## config.mk

```make
export PLATFORM = sky130hd
export DESIGN_NAME = carregador_instrucao
export DESIGN_NICKNAME = d
export VERILOG_FILES = /design/src/rtl/carregador_pkg.sv /design/src/rtl/carregador_instrucao_montador_palavra.sv /design/src/rtl/carregador_instrucao.sv
export SDC_FILE = /design/constraint.sdc
export NUM_CORES = 1
export LEC_CHECK = 0
export CAP_MARGIN = 20
export CORE_MARGIN = 8
export CORE_UTILIZATION = 46
export CTS_CLUSTER_DIAMETER = 30
export CTS_CLUSTER_SIZE = 28
export DETAILED_ROUTE_END_ITERATION = 8
export PLACE_DENSITY = 0.78
export SLEW_MARGIN = 15
export SYNTH_ARGS = -nofsm -noshare
export SYNTH_HDL_FRONTEND = slang
export SYNTH_SLANG_ARGS = --single-unit
```

## constraint.sdc

```tcl
create_clock -name clock -period 6.1 [get_ports clock]
set_input_delay 1.525 -clock clock [delete_from_list [all_inputs] [get_ports clock]]
set_output_delay 1.525 -clock clock [all_outputs]
set_load 0.05 [all_outputs]
```

## src/rtl/carregador_pkg.sv

```systemverilog
// carregador_pkg
// Shared definitions for the instruction loader: FSM state encoding,
// load size limits and the quantity clamp helper.
package carregador_pkg;

  typedef enum logic [1:0] {
    OCIOSO  = 2'd0,
    RECEBE  = 2'd1,
    ESCREVE = 2'd2,
    FIM     = 2'd3
  } estado_t;

  localparam int MAX_PALAVRAS      = 256;
  localparam int BYTES_POR_PALAVRA = 4;

  // The memory holds 256 words; larger requests are clamped so the address
  // never wraps past 255.
  function automatic logic [8:0] limita_quantidade(input logic [8:0] q);
    if (q > 9'(MAX_PALAVRAS)) return 9'(MAX_PALAVRAS);
    else                      return q;
  endfunction

endpackage

```

## src/rtl/carregador_instrucao_montador_palavra.sv

```systemverilog
// montador_palavra
// Assembles bytes little-endian into a 32-bit word.
// Ports:
//   clock, reset          : clock and asynchronous active-high reset
//   i_aceita              : byte accepted this cycle (valid && ready)
//   i_byte                : accepted byte
//   i_limpa               : restart assembly at byte 0
//   o_palavra             : current word with the incoming byte merged in
//   o_palavra_completa    : high while the fourth byte is being accepted
module montador_palavra
  import carregador_pkg::*;
(
  input  logic        clock,
  input  logic        reset,
  input  logic        i_aceita,
  input  logic [7:0]  i_byte,
  input  logic        i_limpa,
  output logic [31:0] o_palavra,
  output logic        o_palavra_completa
);

  logic [1:0]  r_contador;
  logic [31:0] r_palavra;
  logic [31:0] w_palavra;

  // The merged value lets the caller capture the full word on the same edge
  // that accepts the last byte.
  always_comb begin
    w_palavra = r_palavra;
    w_palavra[8*r_contador +: 8] = i_byte;
  end

  assign o_palavra          = w_palavra;
  assign o_palavra_completa = i_aceita && (r_contador == 2'(BYTES_POR_PALAVRA - 1));

  always_ff @(posedge clock or posedge reset) begin
    if (reset) begin
      r_contador <= 2'd0;
      r_palavra  <= 32'd0;
    end else if (i_limpa) begin
      r_contador <= 2'd0;
      r_palavra  <= 32'd0;
    end else if (i_aceita) begin
      // Counter wraps 3 -> 0 on its own, ready for the next word.
      r_contador <= r_contador + 2'd1;
      r_palavra  <= w_palavra;
    end
  end

endmodule

```

## src/rtl/carregador_instrucao.sv

```systemverilog
// carregador_instrucao
// Streams bytes from the host into instruction memory, one 32-bit word per
// write, at consecutive addresses starting at 0. Keeps the CPU in reset
// until the first load completes and during any load.
// Handshake: a byte moves on a rising edge where byte_valido && byte_pronto;
// byte_pronto is only high in RECEBE, so bytes offered elsewhere stay pending.
// Ports:
//   clock, reset         : clock, asynchronous active-high reset
//   inicio, quantidade   : start pulse and word count (sampled when idle)
//   byte_valido/dado     : upstream byte stream; byte_pronto is our ready
//   escrita_*            : instruction memory write port (registered)
//   ocupado, concluido   : load in progress / one-cycle completion pulse
//   soma                 : XOR of all words written by the current/last load
//   segura_cpu           : CPU reset request
//   estado_dbg           : current FSM state for observation
module carregador_instrucao
  import carregador_pkg::*;
#(
  parameter int LARGURA_ENDERECO = 8,
  parameter int LARGURA_DADO     = 32
) (
  input  logic                        clock,
  input  logic                        reset,
  input  logic                        inicio,
  input  logic [8:0]                  quantidade,
  input  logic                        byte_valido,
  input  logic [7:0]                  byte_dado,
  output logic                        byte_pronto,
  output logic                        escrita_habilita,
  output logic [LARGURA_ENDERECO-1:0] escrita_endereco,
  output logic [LARGURA_DADO-1:0]     escrita_dado,
  output logic                        ocupado,
  output logic                        concluido,
  output logic [31:0]                 soma,
  output logic                        segura_cpu,
  output logic [1:0]                  estado_dbg
);

  estado_t                     r_estado;
  logic [8:0]                  r_quantidade;
  logic [8:0]                  r_contador_palavra;
  logic [31:0]                 r_soma;
  logic                        r_byte_pronto;
  logic                        r_escrita_habilita;
  logic [LARGURA_ENDERECO-1:0] r_escrita_endereco;
  logic [LARGURA_DADO-1:0]     r_escrita_dado;
  logic                        r_ocupado;
  logic                        r_concluido;
  logic                        r_segura_cpu;
  logic                        r_ja_concluiu;

  logic                        w_aceita;
  logic                        w_limpa;
  logic [31:0]                 w_palavra;
  logic                        w_palavra_completa;
  logic [8:0]                  w_quantidade_limitada;
  logic [8:0]                  w_contador_prox;

  assign w_aceita              = byte_valido && r_byte_pronto;
  assign w_limpa               = (r_estado == OCIOSO) && inicio;
  assign w_quantidade_limitada = limita_quantidade(quantidade);
  assign w_contador_prox       = r_contador_palavra + 9'd1;

  montador_palavra u_montador (
    .clock              (clock),
    .reset              (reset),
    .i_aceita           (w_aceita),
    .i_byte             (byte_dado),
    .i_limpa            (w_limpa),
    .o_palavra          (w_palavra),
    .o_palavra_completa (w_palavra_completa)
  );

  // Outputs are registered: each transition also loads the values the
  // destination state must present.
  always_ff @(posedge clock or posedge reset) begin
    if (reset) begin
      r_estado           <= OCIOSO;
      r_quantidade       <= 9'd0;
      r_contador_palavra <= 9'd0;
      r_soma             <= 32'd0;
      r_byte_pronto      <= 1'b0;
      r_escrita_habilita <= 1'b0;
      r_escrita_endereco <= '0;
      r_escrita_dado     <= '0;
      r_ocupado          <= 1'b0;
      r_concluido        <= 1'b0;
      r_segura_cpu       <= 1'b1;
      r_ja_concluiu      <= 1'b0;
    end else begin
      r_concluido <= 1'b0;
      case (r_estado)
        OCIOSO: begin
          if (inicio) begin
            r_quantidade       <= w_quantidade_limitada;
            r_contador_palavra <= 9'd0;
            r_soma             <= 32'd0;
            if (w_quantidade_limitada == 9'd0) begin
              r_estado     <= FIM;
              r_concluido  <= 1'b1;
              r_segura_cpu <= !r_ja_concluiu;
            end else begin
              r_estado      <= RECEBE;
              r_byte_pronto <= 1'b1;
              r_ocupado     <= 1'b1;
              r_segura_cpu  <= 1'b1;
            end
          end
        end
        RECEBE: begin
          if (w_palavra_completa) begin
            r_estado           <= ESCREVE;
            r_byte_pronto      <= 1'b0;
            r_escrita_habilita <= 1'b1;
            r_escrita_endereco <= r_contador_palavra[LARGURA_ENDERECO-1:0];
            r_escrita_dado     <= w_palavra;
          end
        end
        ESCREVE: begin
          r_escrita_habilita <= 1'b0;
          r_soma             <= r_soma ^ r_escrita_dado;
          r_contador_palavra <= w_contador_prox;
          if (w_contador_prox == r_quantidade) begin
            r_estado     <= FIM;
            r_concluido  <= 1'b1;
            r_ocupado    <= 1'b0;
            // Still held during the first FIM; released one cycle later.
            r_segura_cpu <= !r_ja_concluiu;
          end else begin
            r_estado      <= RECEBE;
            r_byte_pronto <= 1'b1;
          end
        end
        FIM: begin
          r_estado      <= OCIOSO;
          r_ja_concluiu <= 1'b1;
          r_segura_cpu  <= 1'b0;
        end
        default: r_estado <= OCIOSO;
      endcase
    end
  end

  assign byte_pronto      = r_byte_pronto;
  assign escrita_habilita = r_escrita_habilita;
  assign escrita_endereco = r_escrita_endereco;
  assign escrita_dado     = r_escrita_dado;
  assign ocupado          = r_ocupado;
  assign concluido        = r_concluido;
  assign soma             = r_soma;
  assign segura_cpu       = r_segura_cpu;
  assign estado_dbg       = r_estado;

endmodule
```

After elaboration in Yosys (flattened, before gate mapping)
Cells that the tools add are included.
Widths: inputs -> output; s select.
{"block": "totals", "in_bits": 21, "ff_bits": 132}
{"block": "classes", "addsub": 3, "order_cmp": 1, "bitwise_logic": 1, "reduce_logical": 19, "muxes": 32, "shift": 2, "n_eq_ne": 10}
{"op": "$mux 32", "n": 3}
{"op": "$pmux 32 s2", "n": 1}
{"op": "$neg 5->34", "n": 1}
{"op": "$shift 8x34->32 const A", "n": 1}
{"op": "$shiftx 8x34->32", "n": 1}
{"op": "$bwmux 32", "n": 1}
{"op": "$xor 32x32->32", "n": 1}
{"op": "$mux 9", "n": 2}
{"op": "$pmux 9 s2", "n": 1}
{"op": "$mux 1", "n": 12}
{"op": "$mux 2", "n": 6}
{"op": "$reduce_and 2->1", "n": 5}
{"op": "$add 9x1->9 const B", "n": 1}
{"op": "$eq 9x9->1", "n": 1}
{"op": "$gt 9x9->1 const B", "n": 1}
{"op": "$logic_not 9->1", "n": 1}
{"op": "$ne 2x2->1 const B", "n": 4}
{"op": "$pmux 2 s4", "n": 1}
{"op": "$eq 2x2->1 const B", "n": 3}
{"op": "$pmux 1 s2", "n": 3}
{"op": "$pmux 1 s3", "n": 2}
{"op": "$reduce_bool 2->1", "n": 3}
{"op": "$reduce_bool 3->1", "n": 2}
{"op": "$reduce_and 5->1", "n": 1}
{"op": "other kinds (8)", "n": 10}

Logic depth before layout (Yosys ltp)
{"block": "depth", "depth_word": 6, "depth_mapped": 8}

Modules after synthesis
A second synthesis with hierarchy kept.
{"block": "hier_totals", "hier_cells": 627, "hier_area_um2": 6377.4}
{"module": "carregador_instrucao", "instances": 1, "area_each_um2": 4325.4, "seq_area_each_um2": 2453.6, "cells_each": 390}
{"module": "montador_palavra", "instances": 1, "area_each_um2": 2052.0, "seq_area_each_um2": 850.8, "cells_each": 237}

Worst setup path after synthesis
OpenSTA, ideal clock, no wires.
{"block": "synth_timing", "kind": "input to register", "start": "in byte_valido", "end": "reg r_escrita_endereco[0], in the netlist escrita_endereco[0]", "arrival_ns": 2.744, "stages": 5, "slack_ns": 3.231, "cell_sequence": "and3_1 nand3_1 clkbuf_1 clkbuf_1 mux2_2"}
{"block": "synth_between", "elab_chain_len": 3}
{"item": "start: declaration", "line_no": "carregador_instrucao.sv:26", "text": "input logic byte_valido,"}
{"item": "$logic_and 1x1->1", "line_no": "carregador_instrucao.sv:59", "text": "assign w_aceita = byte_valido && r_byte_pronto;"}
{"item": "$logic_and 1x1->1", "line_no": "carregador_instrucao_montador_palavra.sv:34", "text": "assign o_palavra_completa = i_aceita && (r_contador == 2'(BYTES_POR_PALAVRA - 1));"}
{"item": "$reduce_and 2->1 (no line)"}
{"item": "end signal: assignment", "line_no": "carregador_instrucao.sv:115", "text": "r_escrita_endereco <= r_contador_palavra[LARGURA_ENDERECO-1:0];"}
{"item": "end: declaration", "line_no": "carregador_instrucao.sv:45", "text": "logic [LARGURA_ENDERECO-1:0] r_escrita_endereco;"}
Every way passes these cells.
A chain may end at the register's enable or synchronous reset.

Worst setup path in the final report
{"block": "layout_timing", "start": "in inicio", "end": "reg u_montador.r_palavra[11]"}
{"block": "layout_between", "elab_chain_len": 2}
{"item": "start: declaration", "line_no": "carregador_instrucao.sv:24", "text": "input logic inicio,"}
{"item": "$logic_and 1x1->1 (*)", "line_no": "carregador_instrucao.sv:60", "text": "assign w_limpa = (r_estado == OCIOSO) && inicio;"}
{"item": "$mux 32 / $reduce_bool 2->1 (equally long branches)"}
{"item": "end signal: assignment", "line_no": "carregador_instrucao_montador_palavra.sv:46", "text": "r_palavra <= w_palavra;"}
{"item": "end: declaration", "line_no": "carregador_instrucao_montador_palavra.sv:23", "text": "logic [31:0] r_palavra;"}
Every way passes the cells marked *; elsewhere a longest branch is shown, timed or not.

==> results by group <==
Run status
  • Outcome: finished clean

Routing
  • Routed Antenna Nets: 0
  • First-pass DRT Iterations: 6
  • DRT iter0 DRCs: 334
  • WL/cell: 17.4 µm
  • Vias: 4811
  • Remaining DRCs: 0
  • Routed wire length: 15300 µm
  • Drt via density: 5.44

Worst setup path
  • Crit-path max FO: 43
  • Slowest stage delay, CP: 830 ps
  • CP Cell Sequence: clkdlybuf4s50_1 -> nor2b_1 -> and2_2 -> a21oi_1 -> a22o_1
  • Slowest-stage cell, CP: and2_2
  • Critical path's top delay family: simple AND/OR/NAND/NOR gates
  • Critical Path Source Type: input port
  • Worst EP required: 6400 ps
  • Crit Path Class: input port to register
  • Crit path DAT: 3740 ps
  • Worst path bufs/invs: 1
  • Crit end category: register

CTS
  • Worst-path clk slew: 50 ps
  • Num CTS Buffers: 17
  • CTS resizes: 0
  • Hold_buf cts: 0
  • Post-CTS Setup Inserts: 0
  • Clock tree buffer depth: 2
  • Htree depth: 4
  • CTS Root Cell: clkbuf_16
  • Clk sinks: 132
  • Clk_lat worst skew: 420 ps
  • CTS tree: yes

Power
  • Worst vdd ir: 0.310 mV
  • Reg power frac: 35.0%
  • Power Dens Cells: 452 nW/µm²
  • Switching part of the total: 37.5%
  • Internal power: 2200 µW
  • Switch Pwr: 1320 µW
  • Lkg Pwr: 0.00345 µW
  • Clock power share: 31.4%
  • Part of the power in combinational logic: 33.6%

Floorplan
  • Die area: 17100 µm²
  • Core area: 13000 µm²
  • Die Ht: 131 µm
  • Io pins: 100
  • Starting Density: 46.3%
  • # rows: 42
  • Die width: 131 µm

Timing
  • Tcrit/Tclk final: 56.5%
  • Count of pins over their slew limit: 0
  • Final min period: 3440 ps
  • Worst-Margin Slew: 1010 ps
  • Relative slew slack: 32.3%
  • Max Clk Rate: 290 MHz
  • # setup viols final: 0
  • Min Hold Slack: 478 ps
  • RSZ-0062 raised after global routing: false
  • Skew final: 9.00 ps
  • Fin. Hold Viols: 0
  • Setup_tns: 0 ps

Global route
  • Via count of the first global-routing pass: 4882
  • Largest net degree at the start of global routing: 78
  • Global-route wire length before repair: 24900 µm
  • Grt total ovfl: 0
  • Tot GR Track Use: 18.8%
  • Initial antenna violation count: 0

Synthesis
  • Syn_area_per_cell: 9.84 µm²
  • Mapped Nets: 641
  • Synth warnings: 0
  • Most used DFF post-synth: dfrtp_1
  • Mapped Cells: 614
  • Synth Cell Area: 6040 µm²
  • Library cells used by synthesis: 49
  • Async S/R FF share, synth: 100%
  • Yosys reg bits: 132
  • Seq/Total Area, Yosys: 54.7%
  • EDFF count, synth: 0

Cells and area
  • Area taken by multi-input logic gates: 2550 µm²
  • Post-layout util: 59.6%
  • Layout cells sized above 1: 6.78%
  • Antenna diode count: 0
  • Synthesis-to-finish area growth: 28.7%
  • Fillers: 1118
  • FF+latch area: 3300 µm²
  • Final nets: 723

Min path
  • Worst hold path type: register to register

Place
  • Final HPWL DP: 10100 µm
  • IO buf count: 99
  • GPL Wtd Cong: 0.793

Flow run
  • MaxCap Viol Count: 0
## cells in the final DEF, fill, tap and decap left out, types with 2 or more instances in the layout
master / count
nand3_2: 2
or4_1: 2
clkbuf_16: 17
bufinv_16: 5
xnor2_1: 8
o21ai_1: 2
and3_1: 8
ha_1: 6
clkdlybuf4s50_1: 99
o41ai_1: 3
dfrtp_1: 131
clkbuf_8: 2
a21oi_1: 42
nor2b_1: 34
buf_4: 5
clkinv_2: 2
nor2_1: 45
o21ai_0: 57
nor3_1: 6
clkbuf_1: 3
nor4_1: 3
xor2_1: 32
mux2i_1: 3
nand2_1: 100
a31oi_1: 3
o31ai_1: 2
mux2_2: 7
nor3b_1: 2
inv_1: 5
nand3b_1: 8
a22o_1: 33
nand3_1: 5
## worst paths after layout
check / start / depth (start not counted) / slack, ps / to
hold / removal: escrita_habilita / 2 / 480 / escrita_habilita
hold reg to reg: escrita_habilita / 2 / 480 / escrita_habilita
setup / recovery: inicio / 5 / 2660 / u_montador.r_palavra[11]
setup reg to reg: u_montador.r_contador[0] / 6 / 3450 / u_montador.r_palavra[18]
min in group asynchronous: reset / 2 / 1680 / escrita_endereco[4]
max in group asynchronous: reset / 3 / 3420 / segura_cpu
## cell usage after synthesis (all sizes together), types with 3 or more instances
cell / number / area, µm²
inv: 6 / 22.5
nor2b: 34 / 213
dfrtp: 131 / 3280
nand3b: 8 / 60.1
clkbuf: 24 / 90.1
nor4: 3 / 18.8
o21ai: 59 / 295
a22o: 33 / 289
mux2i: 3 / 30.0
mux2: 7 / 78.8
and3: 8 / 50.1
xnor2: 8 / 70.1
a21oi: 42 / 210
nand2: 100 / 375
nand3: 7 / 40.0
o41ai: 3 / 26.3
buf: 18 / 81.3
a31oi: 3 / 18.8
nor3: 6 / 30.0
xor2: 32 / 280
nor2: 46 / 173
ha: 6 / 75.1
## registers in the layout, indices dropped and copies added (netlist names)
signal	flops
u_montador.r_contador	2
concluido	1
escrita_habilita	1
u_montador.r_palavra	32
escrita_endereco	8
ocupado	1
byte_pronto	1
r_contador_palavra	9
soma	32
estado_dbg	2
r_quantidade	9
segura_cpu	1
r_ja_concluiu	1
escrita_dado	32
## metal layers
| layer | wire (µm) | global-route usage [%] |
|---|---|---|
| met3 | 1000 | 6.41 |
| met5 | 0 | 0 |
| met4 | 214 | 5.06 |
| met1 | 6630 | 23.4 |
| met2 | 7500 | 30.7 |
## layout make-up
class / count / area share (%)
inverters: 6 / 0.322
well taps: 176 / 2.83
repair buffers: 105 / 13.3
multi-input cells: 434 / 32.8
flip-flops and latches: 132 / 42.5
clock buffers: 22 / 5.97
clock inverters: 9 / 2.27
## per-stage QoR
step | cell area (µm²) | total power [µW] | worst slack (ps) | std cells
CTS | 7770 | 3540 | 2710 | 884
global route | 7770 | 3690 | 2520 | 884
detailed placement | 7130 | 2420 | 2280 | 853
finish | 7770 | 3520 | 2660 | 884
global placement | 7130 | 2390 | 2360 | 852
floorplan | 6040 | 2030 | 1050 | 614
## tightest hold or removal path: stages (launching register included)
cell,delay [ps]
dfrtp_1,340
nand2_1,50
nand2_1,50
## cells by family (layout without fill, tap and decap cells)
family | count (synthesis) | count (layout) | synth area share, %
simple gates | 227 | 227 | 17.9
compound gates | 151 | 151 | 15.3
flops | 132 | 132 | 54.7
buf+inv | 48 | 142 | 3.21
xor+xnor | 40 | 40 | 5.80
mux | 10 | 10 | 1.80
fa+ha+maj | 6 | 6 | 1.24
## power groups by stage
| stage | combinational [µW] | sequential (µW) | clock, µW |
|---|---|---|---|
| CTS | 1190 | 1230 | 1120 |
| detailed placement | 1180 | 1240 | 0 |
| global route | 1270 | 1260 | 1160 |
| floorplan | 480 | 1550 | 0 |
| finish | 1180 | 1230 | 1100 |
| global placement | 1160 | 1230 | 0 |
Power figures use the tool's default switching activity.
